[src/rtl/ysyx_25040129_rd_arbiter.sv]
`default_nettype none
// ============================================================================
//  Module   : ysyx_25040129_rd_arbiter
//  Purpose  : Two-master (IFU, LSU) to one-slave AXI4-Lite read-channel
//             arbiter. One outstanding read at a time, round-robin on ties.
//  Revision : 1.0 - initial release
// ----------------------------------------------------------------------------
//  Parameters
//    TIMEOUT_CYCLES : watchdog limit per AR or R phase (1..65535), only used
//                     when the RD_ARB_TIMEOUT_EN macro is defined.
//  Build option
//    RD_ARB_TIMEOUT_EN : adds a watchdog and an ERR state that returns a
//                        synthetic SLVERR (rresp 2'b10, rdata 0) to the owner.
//  Ports
//    clk, rst                    : clock, synchronous active-high reset
//    ifu_ar* / ifu_r*            : IFU read address / data channel
//    lsu_ar* / lsu_r*            : LSU read address / data channel
//    s_ar* / s_r*                : shared slave read address / data channel
// ============================================================================
module ysyx_25040129_rd_arbiter #(
    parameter int TIMEOUT_CYCLES = 64
) (
    input  logic        clk,
    input  logic        rst,
    // IFU
    input  logic [31:0] ifu_araddr,
    input  logic        ifu_arvalid,
    output logic        ifu_arready,
    output logic [31:0] ifu_rdata,
    output logic [1:0]  ifu_rresp,
    output logic        ifu_rvalid,
    input  logic        ifu_rready,
    // LSU
    input  logic [31:0] lsu_araddr,
    input  logic        lsu_arvalid,
    output logic        lsu_arready,
    output logic [31:0] lsu_rdata,
    output logic [1:0]  lsu_rresp,
    output logic        lsu_rvalid,
    input  logic        lsu_rready,
    // Slave
    output logic [31:0] s_araddr,
    output logic        s_arvalid,
    input  logic        s_arready,
    input  logic [31:0] s_rdata,
    input  logic [1:0]  s_rresp,
    input  logic        s_rvalid,
    output logic        s_rready
);

    localparam logic [1:0] c_st_idle = 2'd0;
    localparam logic [1:0] c_st_ar   = 2'd1;
    localparam logic [1:0] c_st_r    = 2'd2;
`ifdef RD_ARB_TIMEOUT_EN
    localparam logic [1:0] c_st_err  = 2'd3;
`endif

    // Out-of-range watchdog limits are rejected at elaboration.
    generate
        if (TIMEOUT_CYCLES < 1 || TIMEOUT_CYCLES > 65535) begin : g_bad_timeout
            $error("TIMEOUT_CYCLES must be within 1..65535");
        end
    endgenerate

    // ------------------------------------------------------------------------
    // Registered state
    // ------------------------------------------------------------------------
    logic [1:0] r_state;
    logic       r_owner;       // 0 = IFU, 1 = LSU
    logic       r_last_owner;  // owner of the last completed read

    logic [1:0] w_state_nxt;
    logic       w_owner_nxt;
    logic       w_last_nxt;

    // ------------------------------------------------------------------------
    // Decode helpers
    // ------------------------------------------------------------------------
    logic w_in_ar;
    logic w_in_r;
    logic w_in_err;
    logic w_any_req;
    logic w_grant_lsu;
    logic w_own_arvalid;
    logic w_own_rready;
    logic w_ar_hs;
    logic w_r_hs;
    logic w_wdt_expire;
    logic w_rvalid_any;
    logic [31:0] w_rdata;
    logic [1:0]  w_rresp;

    assign w_in_ar  = (r_state == c_st_ar);
    assign w_in_r   = (r_state == c_st_r);

    assign w_any_req = ifu_arvalid | lsu_arvalid;
    // A lone request wins outright; on a tie the master that did not own the
    // last completed read wins (last_owner resets to LSU so IFU wins first).
    assign w_grant_lsu = (ifu_arvalid & lsu_arvalid) ? ~r_last_owner : lsu_arvalid;

    assign w_own_arvalid = r_owner ? lsu_arvalid : ifu_arvalid;
    assign w_own_rready  = r_owner ? lsu_rready  : ifu_rready;

    assign w_ar_hs = w_in_ar & w_own_arvalid & s_arready;
    assign w_r_hs  = w_in_r  & s_rvalid & w_own_rready;

    // ------------------------------------------------------------------------
    // Watchdog
    // ------------------------------------------------------------------------
`ifdef RD_ARB_TIMEOUT_EN
    localparam logic [15:0] c_wdt_last = 16'(TIMEOUT_CYCLES - 1);

    logic [15:0] r_wdt_cnt;

    assign w_in_err = (r_state == c_st_err);

    // Every phase change (including entry to AR and R) restarts the count, so
    // inside AR/R the value is the number of cycles spent without a handshake.
    always_ff @(posedge clk) begin
        if (rst) begin
            r_wdt_cnt <= '0;
        end else if (w_state_nxt != r_state) begin
            r_wdt_cnt <= '0;
        end else begin
            r_wdt_cnt <= r_wdt_cnt + 16'd1;
        end
    end

    assign w_wdt_expire = (r_wdt_cnt == c_wdt_last);
`else
    assign w_in_err     = 1'b0;
    assign w_wdt_expire = 1'b0;
`endif

    // ------------------------------------------------------------------------
    // Next-state logic
    // ------------------------------------------------------------------------
    always_comb begin
        w_state_nxt = r_state;
        w_owner_nxt = r_owner;
        w_last_nxt  = r_last_owner;
        case (r_state)
            c_st_idle: begin
                if (w_any_req) begin
                    w_state_nxt = c_st_ar;
                    w_owner_nxt = w_grant_lsu;
                end
            end
            c_st_ar: begin
                if (w_ar_hs) begin
                    w_state_nxt = c_st_r;
                end else if (w_wdt_expire) begin
`ifdef RD_ARB_TIMEOUT_EN
                    w_state_nxt = c_st_err;
`endif
                end
            end
            c_st_r: begin
                if (w_r_hs) begin
                    w_state_nxt = c_st_idle;
                    w_last_nxt  = r_owner;
                end else if (w_wdt_expire) begin
`ifdef RD_ARB_TIMEOUT_EN
                    w_state_nxt = c_st_err;
`endif
                end
            end
`ifdef RD_ARB_TIMEOUT_EN
            c_st_err: begin
                // The synthetic SLVERR completes when the owner accepts it.
                if (w_own_rready) begin
                    w_state_nxt = c_st_idle;
                    w_last_nxt  = r_owner;
                end
            end
`endif
            default: begin
                w_state_nxt = c_st_idle;
            end
        endcase
    end

    always_ff @(posedge clk) begin
        if (rst) begin
            r_state      <= c_st_idle;
            r_owner      <= 1'b0;
            r_last_owner <= 1'b1;
        end else begin
            r_state      <= w_state_nxt;
            r_owner      <= w_owner_nxt;
            r_last_owner <= w_last_nxt;
        end
    end

    // ------------------------------------------------------------------------
    // Address channel routing
    // ------------------------------------------------------------------------
    // The address mux runs in every state; it is only qualified by s_arvalid.
    assign s_araddr    = r_owner ? lsu_araddr : ifu_araddr;
    assign s_arvalid   = w_in_ar & w_own_arvalid;
    assign ifu_arready = w_in_ar & ~r_owner & s_arready;
    assign lsu_arready = w_in_ar &  r_owner & s_arready;

    // ------------------------------------------------------------------------
    // Data channel routing
    // ------------------------------------------------------------------------
    assign s_rready     = w_in_r & w_own_rready;
    assign w_rvalid_any = (w_in_r & s_rvalid) | w_in_err;
    assign ifu_rvalid   = w_rvalid_any & ~r_owner;
    assign lsu_rvalid   = w_rvalid_any &  r_owner;

    // Data/response are broadcast; each master qualifies with its own rvalid.
    assign w_rdata = w_in_err ? 32'h0000_0000 : s_rdata;
    assign w_rresp = w_in_err ? 2'b10         : s_rresp;

    assign ifu_rdata = w_rdata;
    assign ifu_rresp = w_rresp;
    assign lsu_rdata = w_rdata;
    assign lsu_rresp = w_rresp;

endmodule
`default_nettype wire

[config.mk]
export PLATFORM = sky130hd
export DESIGN_NAME = ysyx_25040129_rd_arbiter
export DESIGN_NICKNAME = d
export VERILOG_FILES = /design/src/rtl/ysyx_25040129_rd_arbiter.sv
export SDC_FILE = /design/constraint.sdc
export NUM_CORES = 1
export LEC_CHECK = 0
export CAP_MARGIN = 20
export CORE_AREA = 2 2 81 83
export CTS_CLUSTER_SIZE = 12
export DETAILED_ROUTE_END_ITERATION = 8
export DIE_AREA = 0 0 83 85
export GPL_TIMING_DRIVEN = 0
export PLACE_DENSITY = 0.79
export SLEW_MARGIN = 0
export SYNTH_ARGS = -nofsm -noshare
export SYNTH_HDL_FRONTEND = slang
export SYNTH_SLANG_ARGS = --single-unit
[constraint.sdc]
create_clock -name clk -period 1.16 [get_ports clk]
set_clock_uncertainty 0.2 [all_clocks]
set_input_delay 0.116 -clock clk [delete_from_list [all_inputs] [get_ports clk]]
set_output_delay 0.116 -clock clk [all_outputs]
set_load 0.01 [all_outputs]
==> results of run 1 <==
==> registers in the layout, summed over array words and instances, names as in the netlist <==
name / flops
r_state: 2
r_owner: 1
r_last_owner: 1
==> area by class of cell <==
cell class / count / share of cell area [%]
Multi-Input combinational cell: 59 / 19.7
Buffer: 72 / 17.3
Inverter: 2 / 0.224
Sequential cell: 4 / 2.57
Clock buffer: 3 / 1.23
Timing Repair Buffer: 188 / 56.1
Tap cell: 77 / 2.87
==> kinds of logic after synthesis <==
logic type / after synthesis / share of synthesized area (%)
simple gates: 17 / 7.80
mux: 34 / 32.9
buf+inv: 75 / 48.1
flops: 4 / 6.93
compound gates: 8 / 4.22
==> power by group through the flow <==
stage / Combinational [mW] / Sequential (mW) / Clock, mW
after detailed placement: 1.21 / 0.157 / 0
after global placement: 1.20 / 0.157 / 0
final: 1.35 / 0.158 / 0.298
after floorplan: 0.504 / 0.155 / 0
after CTS: 1.29 / 0.158 / 0.303
after global routing: 1.42 / 0.159 / 0.316
==> through the flow <==
stage | std cells | worst slack, ns
after floorplan | 138 | -0.0578
after global placement | 392 | -0.600
after detailed placement | 392 | -0.592
after CTS | 399 | -0.599
after global routing | 405 | -0.525
final | 405 | -0.508
==> cell usage in the layout, fill, tap and decap left out, types with 2 or more instances in the layout <==
cell	n
clkdlybuf4s50_1	139
buf_4	71
buf_6	35
mux2_4	22
mux2_2	10
clkbuf_2	6
nand2_1	4
buf_2	4
a21oi_1	3
clkbuf_8	3
buf_8	2
buf_12	2
mux2i_4	2
inv_1	2
dfxtp_2	2
==> worst min-delay path by stage <==
stage,from,endpoint,depth (start not counted)
floorplan,rst,r_owner$_SDFFE_PP0P_,1
global route,r_state[1]$_SDFFE_PP0P_,r_state[0]$_SDFFE_PP0P_,1
finish,r_state[1]$_SDFFE_PP0P_,r_state[0]$_SDFFE_PP0P_,1
CTS,r_state[1]$_SDFFE_PP0P_,r_state[0]$_SDFFE_PP0P_,1
detailed placement,r_last_owner$_SDFFE_PP1P_,r_last_owner$_SDFFE_PP1P_,2
global placement,r_last_owner$_SDFFE_PP1P_,r_last_owner$_SDFFE_PP1P_,2
==> routing by layer <==
layer	track usage, %	vias up	wire length, um
met5	0	-	0
met4	4.62	0	83
met3	4.38	9	533
met2	27.3	127	2890
met1	12.4	728	1800
li1	-	778	-
==> repair_timing <==
action / CTS / global route
pin swaps: 1 / 3
cloned: 1 / 1
gates resized for setup: 183 / 38
setup buffers: 3 / 7
setup endpoints to repair: 40 / 42
==> impl_metrics.yaml, run 1 <==
sta:
  fin_hold_ws_ns: 0.308
  final-setup-viol-count: 42
  rsz0062_at_grt: "true"
  setup_ws_ns: -0.508
  slew_headroom_pct: 85.5
  finalSetupTns_ns: -16.79
  period_share_pct: 144
  fmax_mhz: 599
  hold_viol: 0
  min_period_ns: 1.67
  slew_violations: 0
  worst_slew_pin_slew_ns: 0.216
layout:
  final_core_util_pct: 54.1
  multi_input_area_um2: 663
  final_nets: 436
  synthToLayoutAreaGrowth_pct: 191
  fill_cells: 522
  final_area_mm2: 0.00336
  final_layout_size_suffix_gt1_share_pct: 50.9
  regArea_um2: 86.3
  diodes: 0
logic_synthesis:
  ys_ff_latch: 4
  ys.flop_type: "dfxtp_1"
  synth_cells: 138
  synth_top_area_share_pct: 44.2
  yosys.area.top_type: "buf_4"
  yosys_warnings: 0
  yosysUniqueCellTypes: 23
  ys_seq_area_share_pct: 6.93
  postSynthAreaPerCell_um2: 8.37
  synthTopCellsByArea: "buf_4 44%, mux2_2 31%, dfxtp_1 6.9%"
  synth_area_mm2: 0.00115
  ys_async_sr_fraction_pct: 0
  synth_common_cells: "68 x buf_4, 32 x mux2_2, 4 x dfxtp_1, 4 x nand2_1"
  synth_fp_nets: 244
  synth-edff-count: 0
  yosysMostFrequentCell: "buf_4"
clocking:
  cts_tree: "yes"
  cts_hold_buf: 0
  insertion_delay_ns: 0.22
  cts_buffers: 3
  clk_path_buf_depth: 2
  cts-root-buf: "clkbuf_8"
  cts.sinks: 4
  h-tree-depth: 1
  path_clk_slew_ns: 0.03
power_and_ir_drop:
  seqPwrFrac_pct: 8.7
  swShare_pct: 27.3
  peakVddDrop_mv: 0.253
  intPower_mw: 1.31
  power_leakage_nw: 1.51
  clockPowerShare_pct: 16.5
  power_mw: 1.81
  p_switching_mw: 0.495
  powerDensity_mw_per_mm2: 539
  combPwrFrac_pct: 74.8
global_routing:
  antenna_found_initial: 0
  grt_pass1_wl_um: 7800
  grt_max_degree: 11
  track_usage_pct: 13.5
  first_global_vias: 1742
  grt-ovfl-total: 0
floorplan:
  die_h_um: 85
  core_area_mm2: 0.00620
  dieArea_mm2: 0.00706
  start_util_pct: 18.6
  pin_count: 212
  die_w_um: 83
  rows: 29
critical_path:
  rr_worst_depth: 6
  r2r-start: "r_owner$_SDFFE_PP0P_"
  critPathSlowestCell: "dfxtp_2"
  crit_fanout: 7
  worstSetupEndpointType: "output port"
  cp.required_ns: 0.84
  rrSetupSlack_ns: -0.28
  cpMostUsedCell: "buf_6"
  path_depth: 5
  cp_cell_sequence: "buf_8 -> clkbuf_16 -> buf_6 -> mux2_4 -> buf_6"
  cp_data_arrival_time_ns: 1.35
  timing.rr.end: "r_state[1]$_SDFFE_PP0P_"
  startpoint: "r_owner$_SDFFE_PP0P_"
  path_class: "reg2out"
  cp_top_family: "buffers and inverters"
  worst-path-buf-inv: 4
  endpoint: "s_araddr[21]"
  cpPeakStageDelay_ns: 0.31
  startpoint_type: "register"
placement:
  io_buffers: 177
  dpl.hpwl_um: 4300
  place_area_mm2: 0.00307
  gp_congestion: 0.745
routing:
  drt_iter0_markers: 14
  ant_nets: 0
  firstDrtPassIters: 3
  avgViaCountPerCell: 4.05
  wl_um: 5300
  vias: 1642
  post-route-drc-count: 0
  routedWlPerCell_um: 13.1
run_status:
  run_status: "finished, violations left"
  violations: "negative setup slack"
run:
  cap_viol_max_count: 0
worst_hold_path:
  hp-class: "reg2reg"
Power figures use the tool's default switching activity.
==> inputs of run 2 (changes only) <==
--- a/config.mk
+++ b/config.mk
@@ -10,6 +10,7 @@
 export CTS_CLUSTER_SIZE = 12
 export DETAILED_ROUTE_END_ITERATION = 8
 export DIE_AREA = 0 0 83 85
+export GPL_ROUTABILITY_DRIVEN = 0
 export GPL_TIMING_DRIVEN = 0
 export PLACE_DENSITY = 0.79
 export SLEW_MARGIN = 0
==> results of run 2 <==
Same layout as run 1: the final DEF is identical, and so are final timing and power.
==> inputs of run 3 (changes only) <==
--- a/config.mk
+++ b/config.mk
@@ -5,14 +5,15 @@
 export SDC_FILE = /design/constraint.sdc
 export NUM_CORES = 1
 export LEC_CHECK = 0
+export ABC_AREA = 1
 export CAP_MARGIN = 20
-export CORE_AREA = 2 2 81 83
+export CORE_AREA = 2 2 82 84
 export CTS_CLUSTER_SIZE = 12
 export DETAILED_ROUTE_END_ITERATION = 8
-export DIE_AREA = 0 0 83 85
+export DIE_AREA = 0 0 84 86
 export GPL_ROUTABILITY_DRIVEN = 0
 export GPL_TIMING_DRIVEN = 0
-export PLACE_DENSITY = 0.79
+export PLACE_DENSITY = 0.77
 export SLEW_MARGIN = 0
 export SYNTH_ARGS = -nofsm -noshare
 export SYNTH_HDL_FRONTEND = slang
==> run 3 against run 2 <==
Effect of this change:
- the flow still finishes with violations (negative setup slack)
- global-route usage rose by 0.38 points
- critical path depth up 1
- register-to-register slack better by 0.07 ns
- wire length up 5.9%
- synthesized area up 1.3%
==> impl_metrics.yaml, run 3 <==
logic_synthesis:
  synth_top_area_share_pct: 43.6
  yosysUniqueCellTypes: 16
  ys_async_sr_fraction_pct: 0
  ys_seq_area_share_pct: 6.84
  yosysMostFrequentCell: "nand2_1"
  synth_cells: 215
  ys.flop_type: "dfxtp_1"
  yosys.area.top_type: "buf_4"
  yosys_warnings: 0
  synthTopCellsByArea: "buf_4 44%, nand2_1 35%, dfxtp_1 6.8%"
  ys_ff_latch: 4
  synth-edff-count: 0
  synth_area_mm2: 0.00117
  synth_fp_nets: 321
  postSynthAreaPerCell_um2: 5.44
  synth_common_cells: "108 x nand2_1, 68 x buf_4, 9 x inv_1, 6 x buf_2, 5 x a21oi_1"
clocking:
  cts_buffers: 3
  path_clk_slew_ns: 0.03
  cts-root-buf: "clkbuf_8"
  cts_hold_buf: 0
  cts_tree: "yes"
  cts.sinks: 4
  h-tree-depth: 1
  clk_path_buf_depth: 2
  insertion_delay_ns: 0.23
critical_path:
  rr_worst_depth: 7
  worstSetupEndpointType: "output port"
  path_class: "reg2out"
  cp.required_ns: 0.84
  crit_fanout: 8
  startpoint_type: "register"
  cp_data_arrival_time_ns: 1.17
sta:
  slew_violations: 0
  rsz0062_at_grt: "true"
  fmax_mhz: 673
  hold_viol: 0
  worst_slew_pin_slew_ns: 0.289
  final-setup-viol-count: 42
  setup_ws_ns: -0.325
  period_share_pct: 128
  slew_headroom_pct: 80.5
  min_period_ns: 1.49
placement:
  io_buffers: 177
  dpl.hpwl_um: 4560
  dp_slack_ns: -0.627
floorplan:
  die_w_um: 84
  rows: 29
  start_util_pct: 18.6
  pin_count: 212
  die_h_um: 86
  core_area_mm2: 0.00628
  dieArea_mm2: 0.00722
power_and_ir_drop:
  combPwrFrac_pct: 73.2
  power_leakage_nw: 1.66
  p_switching_mw: 0.580
  intPower_mw: 1.17
  power_mw: 1.75
  clockPowerShare_pct: 17.7
  powerDensity_mw_per_mm2: 533
  peakVddDrop_mv: 0.593
  swShare_pct: 33.1
  seqPwrFrac_pct: 9.2
layout:
  final_common_cell: "clkdlybuf4s50_1"
  largest_register_ffs: 2
  regArea_um2: 86.3
  multi_input_area_um2: 656
  final_layout_size_suffix_gt1_share_pct: 43.7
  top_register: "r_state"
  diodes: 0
  synthToLayoutAreaGrowth_pct: 181
  final_cell_mix: "138 x clkdlybuf4s50_1, 79 x nand2_1, 79 x buf_4, 33 x buf_2, 24 x nand2_2"
  final_nets: 518
  fill_cells: 610
  reg.largest.list: "r_state: 2 flops, r_last_owner: 1 flops, r_owner: 1 flops"
worst_hold_path:
  holdPathStages: 3
  hp-class: "in2reg"
run_status:
  run_status: "finished, violations left"
  violations: "negative setup slack"
routing:
  post-route-drc-count: 0
  routedWlPerCell_um: 11.5
  vias: 1922
  firstDrtPassIters: 4
  ant_nets: 0
  avgViaCountPerCell: 3.95
  drt_iter0_markers: 22
  wl_um: 5620
global_routing:
  antenna_found_initial: 0
  grt-ovfl-total: 0
  first_global_vias: 1972
  grt_max_degree: 11
  grt_pass1_wl_um: 8390
  track_usage_pct: 13.8
run:
  cap_viol_max_count: 0
[run 3: cell families after synthesis]
logic type | after synthesis | synth area share (%)
buf+inv | 85 | 50.4
compound gates | 7 | 3.21
simple gates | 119 | 39.6
flops | 4 | 6.85
[run 3: critical path, cell delays in order (launching register included)]
cell and delay [ns]:
dfxtp_4 0.35, buf_12 0.14, buf_8 0.12, nand2_4 0.06
nand2_4 0.06, nor2_4 0.09, buf_6 0.10
[run 3: timing repair]
item,CTS,global route
setup buffers,11,5
pin swaps,14,9
cloned,3,0
resized for setup,215,30
setup endpoints to repair,39,42
[run 3: per-layer routing]
metal / track usage [%] / routed length [um] / part of all wire, %
met5: 0 / 0 / 0
met4: 4.11 / 136 / 2.4
met1: 13.5 / 1830 / 33
met2: 29.0 / 3220 / 57
met3: 2.50 / 425 / 7.6
[run 3: worst paths after layout]
path / from / to / slack (ns)
hold / removal: s_arready / r_state[1]$_SDFFE_PP0P_ / 0.04
setup reg to reg: r_owner$_SDFFE_PP0P_ / r_state[1]$_SDFFE_PP0P_ / -0.21
setup / recovery: r_owner$_SDFFE_PP0P_ / s_arvalid / -0.33
hold reg to reg: r_last_owner$_SDFFE_PP1P_ / r_last_owner$_SDFFE_PP1P_ / 0.27
[run 3: power by group through the flow]
stage / logic [mW] / registers, mW / clock network [mW]
after floorplan: 0.487 / 0.154 / 0
after global placement: 1.22 / 0.155 / 0
after detailed placement: 1.23 / 0.156 / 0
after CTS: 1.26 / 0.159 / 0.311
after global routing: 1.38 / 0.162 / 0.312
final: 1.28 / 0.161 / 0.309
[run 3: cell type report]
class | count | area share, %
Tap cell | 77 | 2.93
Timing Repair Buffer | 194 | 54.3
Sequential cell | 4 | 2.63
Inverter | 10 | 1.29
Multi-Input combinational cell | 126 | 19.9
Clock buffer | 3 | 1.26
Buffer | 73 | 17.6
[run 3: metrics by stage]
stage	utilization [%]	TNS, ns	hold slack (ns)	std cells	instance area, um^2
after floorplan	-	0	-0.0149	215	1170
after global placement	48.4	-21.08	0.249	469	3040
after detailed placement	48.4	-21.80	0.260	469	3040
after CTS	51.2	-12.09	0.267	486	3210
after global routing	52.4	-12.36	0.0672	487	3290
final	52.4	-10.37	0.0393	487	3290
